==> src/rtl/scanline_fetch_controller.sv <==
// Scanline fetch controller: copies one line of VRAM words into a ping-pong
// line buffer ahead of each visible line and gives the host every HOST_SLOT-th cycle.
module scanline_fetch_controller #(
    parameter int COUNT_WIDTH      = 10,
    parameter int ADDR_WIDTH       = 16,
    parameter int FETCH_LEN        = 320,
    parameter int H_TRIGGER        = 640,
    parameter int V_VISIBLE_START  = 35,
    parameter int V_VISIBLE_LENGTH = 480,
    parameter int V_TOTAL          = 525,
    parameter int HOST_SLOT        = 8
) (
    input  logic                   clk,
    input  logic                   reset,
    input  logic [COUNT_WIDTH-1:0] h_pos,
    input  logic [COUNT_WIDTH-1:0] v_pos,
    input  logic                   enable,
    input  logic [ADDR_WIDTH-1:0]  base_addr,
    input  logic [ADDR_WIDTH-1:0]  line_stride,
    input  logic                   host_req,
    input  logic [ADDR_WIDTH-1:0]  host_addr,
    input  logic                   clear_underrun,
    output logic                   host_grant,
    output logic [ADDR_WIDTH-1:0]  vram_addr,
    output logic                   vram_rd,
    output logic                   lbuf_wr,
    output logic [8:0]             lbuf_addr,
    output logic                   lbuf_bank,
    output logic                   busy,
    output logic                   underrun
);

    localparam logic [0:0] S_IDLE  = 1'b0;
    localparam logic [0:0] S_FETCH = 1'b1;

    localparam int WC_W   = $clog2(FETCH_LEN + 1);
    localparam int SLOT_W = (HOST_SLOT > 1) ? $clog2(HOST_SLOT) : 1;

    localparam logic [COUNT_WIDTH-1:0] V_LAST  = COUNT_WIDTH'(V_TOTAL - 1);
    localparam logic [COUNT_WIDTH-1:0] V_FIRST = COUNT_WIDTH'(V_VISIBLE_START);
    localparam logic [COUNT_WIDTH-1:0] V_END   = COUNT_WIDTH'(V_VISIBLE_START + V_VISIBLE_LENGTH);
    localparam logic [COUNT_WIDTH-1:0] H_TRIG  = COUNT_WIDTH'(H_TRIGGER);
    localparam logic [WC_W-1:0]        WC_LAST   = WC_W'(FETCH_LEN - 1);
    localparam logic [SLOT_W-1:0]      SLOT_LAST = SLOT_W'(HOST_SLOT - 1);

    logic [0:0]             state, state_nx;
    logic [ADDR_WIDTH-1:0]  line_addr, line_addr_nx;
    logic [WC_W-1:0]        wc, wc_nx;
    logic [SLOT_W-1:0]      slot, slot_nx;
    logic                   bank, bank_nx;
    logic [COUNT_WIDTH-1:0] next_v;
    logic                   next_visible;
    logic                   trigger;
    logic                   fetch_done;
    logic                   host_nx;
    logic                   rd_nx;

    // Registers describe the cycle about to start: wc is the word read during
    // the current cycle when vram_rd is high, slot is the current FETCH cycle index.
    always_comb begin
        next_v       = (v_pos == V_LAST) ? '0 : v_pos + 1'b1;
        next_visible = (next_v >= V_FIRST) && (next_v < V_END);
        trigger      = enable && (h_pos == H_TRIG) && next_visible;
        fetch_done   = vram_rd && (wc == WC_LAST);

        state_nx     = state;
        line_addr_nx = line_addr;
        wc_nx        = wc;
        slot_nx      = slot;
        bank_nx      = bank;

        if (trigger) begin
            state_nx     = S_FETCH;
            line_addr_nx = (next_v == V_FIRST) ? base_addr : line_addr + line_stride;
            wc_nx        = '0;
            slot_nx      = '0;
            bank_nx      = ~bank;
        end else if (state == S_FETCH) begin
            if (fetch_done) begin
                state_nx = S_IDLE;
                wc_nx    = '0;
                slot_nx  = '0;
            end else begin
                wc_nx   = wc + WC_W'(vram_rd);
                slot_nx = (slot == SLOT_LAST) ? '0 : slot + 1'b1;
            end
        end

        if (state_nx == S_FETCH) begin
            host_nx = (slot_nx == SLOT_LAST) && host_req;
        end else begin
            host_nx = host_req;
        end
        rd_nx = (state_nx == S_FETCH) && !host_nx;
    end

    always_ff @(posedge clk or posedge reset) begin
        if (reset) begin
            state      <= S_IDLE;
            line_addr  <= '0;
            wc         <= '0;
            slot       <= '0;
            bank       <= 1'b0;
            host_grant <= 1'b0;
            vram_addr  <= '0;
            vram_rd    <= 1'b0;
            lbuf_wr    <= 1'b0;
            lbuf_addr  <= '0;
            lbuf_bank  <= 1'b0;
            underrun   <= 1'b0;
        end else begin
            state      <= state_nx;
            line_addr  <= line_addr_nx;
            wc         <= wc_nx;
            slot       <= slot_nx;
            bank       <= bank_nx;
            host_grant <= host_nx;
            vram_rd    <= rd_nx;
            vram_addr  <= rd_nx ? line_addr_nx + ADDR_WIDTH'(wc_nx) : host_addr;
            lbuf_wr    <= vram_rd;
            if (vram_rd) begin
                lbuf_addr <= 9'(wc);
            end
            // Bank follows one cycle late so an in-flight write lands in the old bank.
            lbuf_bank  <= bank;
            if (trigger && (state == S_FETCH)) begin
                underrun <= 1'b1;
            end else if (clear_underrun) begin
                underrun <= 1'b0;
            end
        end
    end

    assign busy = (state == S_FETCH);

endmodule

==> config.mk <==
export PLATFORM = sky130hd
export DESIGN_NAME = scanline_fetch_controller
export DESIGN_NICKNAME = d
export VERILOG_FILES = /design/src/rtl/scanline_fetch_controller.sv
export SDC_FILE = /design/constraint.sdc
export NUM_CORES = 1
export LEC_CHECK = 0
export BUFFER_PORTS_ARGS = -buffer_cell sky130_fd_sc_hd__buf_2
export CAP_MARGIN = 20
export CORE_MARGIN = 5
export CORE_UTILIZATION = 29
export CTS_CLUSTER_DIAMETER = 30
export CTS_CLUSTER_SIZE = 24
export DETAILED_ROUTE_END_ITERATION = 7
export PLACE_DENSITY_LB_ADDON = 0.05
export SYNTH_ARGS = -nofsm -noshare
export SYNTH_HDL_FRONTEND = slang
export SYNTH_SLANG_ARGS = --single-unit
==> constraint.sdc <==
create_clock -name clk -period 4.1 [get_ports clk]
set_input_delay 0 -clock clk [delete_from_list [all_inputs] [get_ports clk]]
set_output_delay 0 -clock clk [all_outputs]
set_load 0.05 [all_outputs]
# [After elaboration in Yosys (flattened, before gate mapping)]
# Index checks and enable logic that the tools add are counted.
[totals] ff_bits=60 out_inout_bits=31 input_bits=73
[op_classes] bitwise=1 n_eq_ne=6 muxes=17 magnitude_cmp=2 reduce_logical=9 add_sub_neg=5
[op_table] cell="2-to-1 mux 16 bit" n=3
[op_table] cell="2-to-1 mux 9 bit" n=3
[op_table] cell="equality test 10 bit, second input constant" n=2
[op_table] cell="adder 16 bit" n=1
[op_table] cell="adder 16 x 9 -> 16 bit" n=1
[op_table] cell="2-to-1 mux 3 bit" n=4
[op_table] cell="adder 10 x 1 -> 10 bit, second input constant" n=1
[op_table] cell="equality test 10 x 6 -> 1 bit, second input constant" n=1
[op_table] cell=">= comparator 10 x 6 -> 1 bit, second input constant" n=1
[op_table] cell="less-than comparator 10 bit, second input constant" n=1
[op_table] cell="2-to-1 mux 10 bit" n=1
[op_table] cell="adder 9 x 1 -> 9 bit" n=1
[op_table] cell="equality test 9 bit, second input constant" n=1
[op_table] cell="logical AND 1 bit" n=7
[op_table] cell="equality test 3 bit, second input constant" n=2
[op_table] cell="2-to-1 mux 1 bit" n=6
[op_table] cell="adder 3 x 1 -> 3 bit, second input constant" n=1
[op_table] cell="nonzero test 2 bit" n=1
[op_table] cell="zero test 1 bit" n=1
[op_table] cell="inverter 1 bit" n=1

# [Logic depth before layout (Yosys ltp)]
[logic_depth] depth_word=12 depth_mapped=20 mapped_depth_nobuf=17

# [Worst setup path after synthesis]
# OpenSTA, ideal clock, no wires.
[synth_timing] path_type="input to register" start="input port v_pos[0]" end="register vram_addr[15]" setup_time_ps=92 path_stages=19 setup_slack_ps=-108 arrival_ps=4117 required_time_ps=4008 cell_sequence="and4_1 and4_1 o32ai_1 and2_1 buf_4 buf_6 clkbuf_1 clkbuf_1 a31oi_1 ha_1 a21oi_1 nor2b_1 or3_1 a2111oi_0 o31ai_1 nor3b_1 and4_1 and4_4 o31ai_2"
[synth_between] word_cells_on_any_way=20 cone_classes="2 x add/sub; 2 x order compare; 3 x eq/ne; 8 x mux; 5 x reduce/logical"
[synth_lines] element="from (decl)" line_no="16" source="input logic [COUNT_WIDTH-1:0] v_pos,"
[synth_lines] element="adder 10 x 1 -> 10 bit or equality test 10 bit (tied branches)" line_no="61" source="next_v = (v_pos == V_LAST) ? '0 : v_pos + 1'b1;"
[synth_lines] element="2-to-1 mux 10 bit (*)" line_no="61"
[synth_lines] element=">= comparator 10 x 6 -> 1 bit or less-than comparator 10 bit (tied branches)" line_no="62" source="next_visible = (next_v >= V_FIRST) && (next_v < V_END);"
[synth_lines] element="logical AND 1 bit" line_no="62"
[synth_lines] element="logical AND 1 bit" line_no="63" source="trigger = enable && (h_pos == H_TRIG) && next_visible;"
[synth_lines] element="2-to-1 mux 16 bit (*)" line_no="72" source="if (trigger) begin"
[synth_lines] element="net line_addr_nx[1]" line_no="47" source="logic [ADDR_WIDTH-1:0] line_addr, line_addr_nx;"
[synth_lines] element="adder 16 x 9 -> 16 bit (*)" line_no="119" source="vram_addr <= rd_nx ? line_addr_nx + ADDR_WIDTH'(wc_nx) : host_addr;"
[synth_lines] element="2-to-1 mux 16 bit (*)" line_no="119"
[synth_lines] element="to (signal assigned)" line_no="119"
[synth_lines] element="to (decl)" line_no="24" source="output logic [ADDR_WIDTH-1:0] vram_addr,"
# The timed path passes the listed nets; every way through them passes the cells marked *.
# A chain may end at the register's enable or synchronous reset.

# [Worst setup path after layout]
[layout_timing] start="register line_addr[0]" end="register vram_addr[15]"
[layout_between] elab_chain_len=5
[layout_lines] element="from (decl)" line_no="47"
[layout_lines] element="from (signal assigned)" line_no="113" source="line_addr <= line_addr_nx;"
[layout_lines] element="adder 16 bit" line_no="74" source="line_addr_nx = (next_v == V_FIRST) ? base_addr : line_addr + line_stride;"
[layout_lines] element="2-to-1 mux 16 bit" line_no="74"
[layout_lines] element="2-to-1 mux 16 bit" line_no="72"
[layout_lines] element="net line_addr_nx[2]" line_no="47"
[layout_lines] element="adder 16 x 9 -> 16 bit" line_no="119"
[layout_lines] element="2-to-1 mux 16 bit" line_no="119"
# The timed path passes the listed nets, and every way through them passes these cells.

==> flow_summary.json <==
{
  "clk_pin_slew_ps": 60,
  "timing.final.crit_period_ps": 3820,
  "postSynthCellCount": 436,
  "drive_gt1_share_pct": 29.4,
  "required_ps": 4350,
  "nets": 676,
  "die_x_microns": 127,
  "yosysUniqueCellTypes": 62,
  "gr-total-overflow": 0,
  "synth_ff_type": "dfrtp_1",
  "status": "completed",
  "finalHoldViolations": 0,
  "drc": 0,
  "regToRegSetupSlack_ps": 280,
  "grt_pass1_vias": 3824,
  "slowest_delay_ps": 400,
  "wl_mm": 11.6,
  "cts_tree": "done",
  "worstPathArrival_ps": 4070,
  "cts_buffers": 9,
  "num_vias": 3658,
  "antenna_left": 0,
  "fmax_mhz": 262,
  "syn-mean-instance-area_sq_um": 9.09,
  "clock_path_buffers": 2,
  "critPathBufInv": 0,
  "finalPower_uw": 1670,
  "syn_to_final_growth_pct": 33.4,
  "core_sq_um": 13300,
  "dr.pass1.iters": 4,
  "synth_warnings": 0,
  "die_height_microns": 127,
  "syn_nets": 539,
  "clock_latency_ps": 330,
  "viasPerCell": 4.85,
  "slew_violations": 0,
  "worstMarginPinSlew_ps": 655,
  "root_buffer": "clkbuf_16",
  "worstPathMaxFanout": 3,
  "crit_path_top_delay_cell": "fa_2",
  "crit_family": "simple AND/OR/NAND/NOR gates",
  "grt_max_degree": 34,
  "dp_hpwl_mm": 9.13,
  "grt.total_usage_pct": 14.8,
  "relSlewSlack_pct": 56.2,
  "rsz0062_at_grt": "false",
  "num-fill-cells": 1362,
  "grt_pass1_wl_mm": 19.0,
  "gp_congestion": 0.768,
  "synth_area_sq_um": 3960,
  "power_density_nw_per_um2": 316,
  "antenna_found_initial": 0,
  "crit_path_end_kind": "register",
  "htree_levels": 3,
  "ir_worst_vdd_mv": 0.131,
  "port_buffers": 103,
  "timing.final.crit_share_pct": 93.1,
  "io_pins": 104,
  "hold_class": "input pin to register",
  "start_kind": "register",
  "finalSetupViolations": 0,
  "drt-initial-drc-count": 159,
  "async_flop_share_pct": 100,
  "finalHoldWorstSlack_ps": 28.9,
  "start_util_pct": 29.7,
  "synth-seq-cells": 60,
  "synth_edf_count": 0,
  "rows": 42,
  "wl_per_cell_microns": 15.3,
  "die_area_sq_um": 16100,
  "p_leak_uw": 0.00261,
  "tritoncts_num_sinks": 60,
  "finClkSkew_ps": 7.84,
  "setup_tns_ps": 0,
  "worstSetupPathType": "register to register",
  "dp.cells": 717,
  "diodes": 0,
  "ys_seq_area_share_pct": 37.9,
  "maxCapViolCount": 0,
  "fin_cells": 754,
  "path_cells": "ha_1, fa_2, xnor2_1, o21ai_0, mux2_2, ha_1, nor2b_1, or3_1, a2111oi_4, o31ai_2, nor3b_2, and4_1, and4_4, o31ai_2"
}
[synth_stat cells (all sizes together) (6+ instances only)]
library cell / instances / share of area [%]
and3: 9 / 1.4
dfrtp: 60 / 38
buf: 8 / 1.4
o31ai: 6 / 1.3
xor2: 13 / 2.9
nand4: 7 / 1.1
xnor2: 11 / 2.4
a21oi: 31 / 4.3
inv: 15 / 1.4
mux2: 13 / 3.7
o21ai: 23 / 2.9
nand2: 57 / 5.4
nor2: 47 / 4.5
nand3: 14 / 1.8
a211oi: 7 / 1.3
nor3: 7 / 0.88
ha: 28 / 8.8
nor4b: 6 / 1.7
a31oi: 10 / 1.9
[worst paths after layout]
path,from,endpoint,cells past startpoint
max,line_addr[0]$_DFF_PP0_,vram_addr[15]$_DFF_PP0_,14
min,base_addr[6],line_addr[6]$_DFF_PP0_,3
max reg2reg,line_addr[0]$_DFF_PP0_,vram_addr[15]$_DFF_PP0_,14
min reg2reg,bank$_DFFE_PP0N_,lbuf_bank$_DFF_PP0_,0
max in group asynchronous,reset,vram_rd$_DFF_PP0_,4
min in group asynchronous,reset,vram_addr[7]$_DFF_PP0_,3
[kinds of logic after synthesis]
logic type	synth area share, %
muxes	3.95
AOI/OAI and AO/OA	17.7
DFF	37.9
adders and majority gates	9.85
xor gates and xnor gates	5.30
and+or+nand+nor	22.0
buffers and inverters	3.31
[tightest hold or removal path: stages]
cell and delay [ps]:
buf_2 100, a21oi_1 110, a21oi_1 100
[sequential cells by signal, summed over array words and instances (netlist names)]
register	flops
line_addr	16
vram_addr	16
lbuf_addr	9
wc	9
slot	3
bank	1
busy	1
host_grant	1
lbuf_bank	1
lbuf_wr	1
underrun	1
vram_rd	1
[stage by stage]
stage          cell area [sq um]  util [%]  setup WS (ps)
2_1_floorplan               3970         -           39.8
4_1_cts                     5250      39.4            117
6_report                    5290      39.6            283
5_1_grt                     5290      39.6           63.8
3_3_place_gp                4740      35.5           51.9
3_5_place_dp                4740      35.5          -24.5
[placed cells by master (no fill, tap or decap), drive strengths merged, types with 4 or more instances in the layout]
cell         count
and3             9
and4             5
clkbuf          10
a21o             5
ha              28
a31oi           10
and2             4
nor2            47
nor4b            6
nand4            7
nand3           14
dlygate4sd3     21
mux2            13
a21oi           31
o21ai           23
o211ai           5
buf            118
dfrtp           60
a211oi           7
xnor2           11
nor2b            4
o31ai            6
xor2            13
inv             16
nor3             7
nand2           57
[where the power goes]
group | leakage [uW] | switching (uW) | internal, uW
Sequential | 0.000772 | 20.8 | 623
Combinational | 0.00170 | 163 | 110
Clock | 0.000139 | 283 | 470
[routing by layer]
metal	part of all wire, %	vias up	GRT usage (%)
met2	49	72	25.5
met1	45	1724	18.0
met3	4.7	11	3.66
li1	-	1851	-
met4	1.4	0	4.73
met5	0	-	0
[repair_timing]
item	CTS	global route
endpoints found under the hold margin	47	0
hold buffers	21	0
endpoints found under the setup margin	1	3
resized for setup	2	6
buffers inserted	0	0
[layout make-up]
class                   instances  area (sq um)  area share, %
clock buffers                  10           229           4.33
clock inverters                 6          63.8           1.21
inverters                      15          56.3           1.06
multi-input cells             348          2380           45.0
flip-flops and latches         60          1500           28.4
well taps                     176           220           4.16
repair buffers                139           838           15.9
No activity file was read; power rests on OpenSTA's default activity.
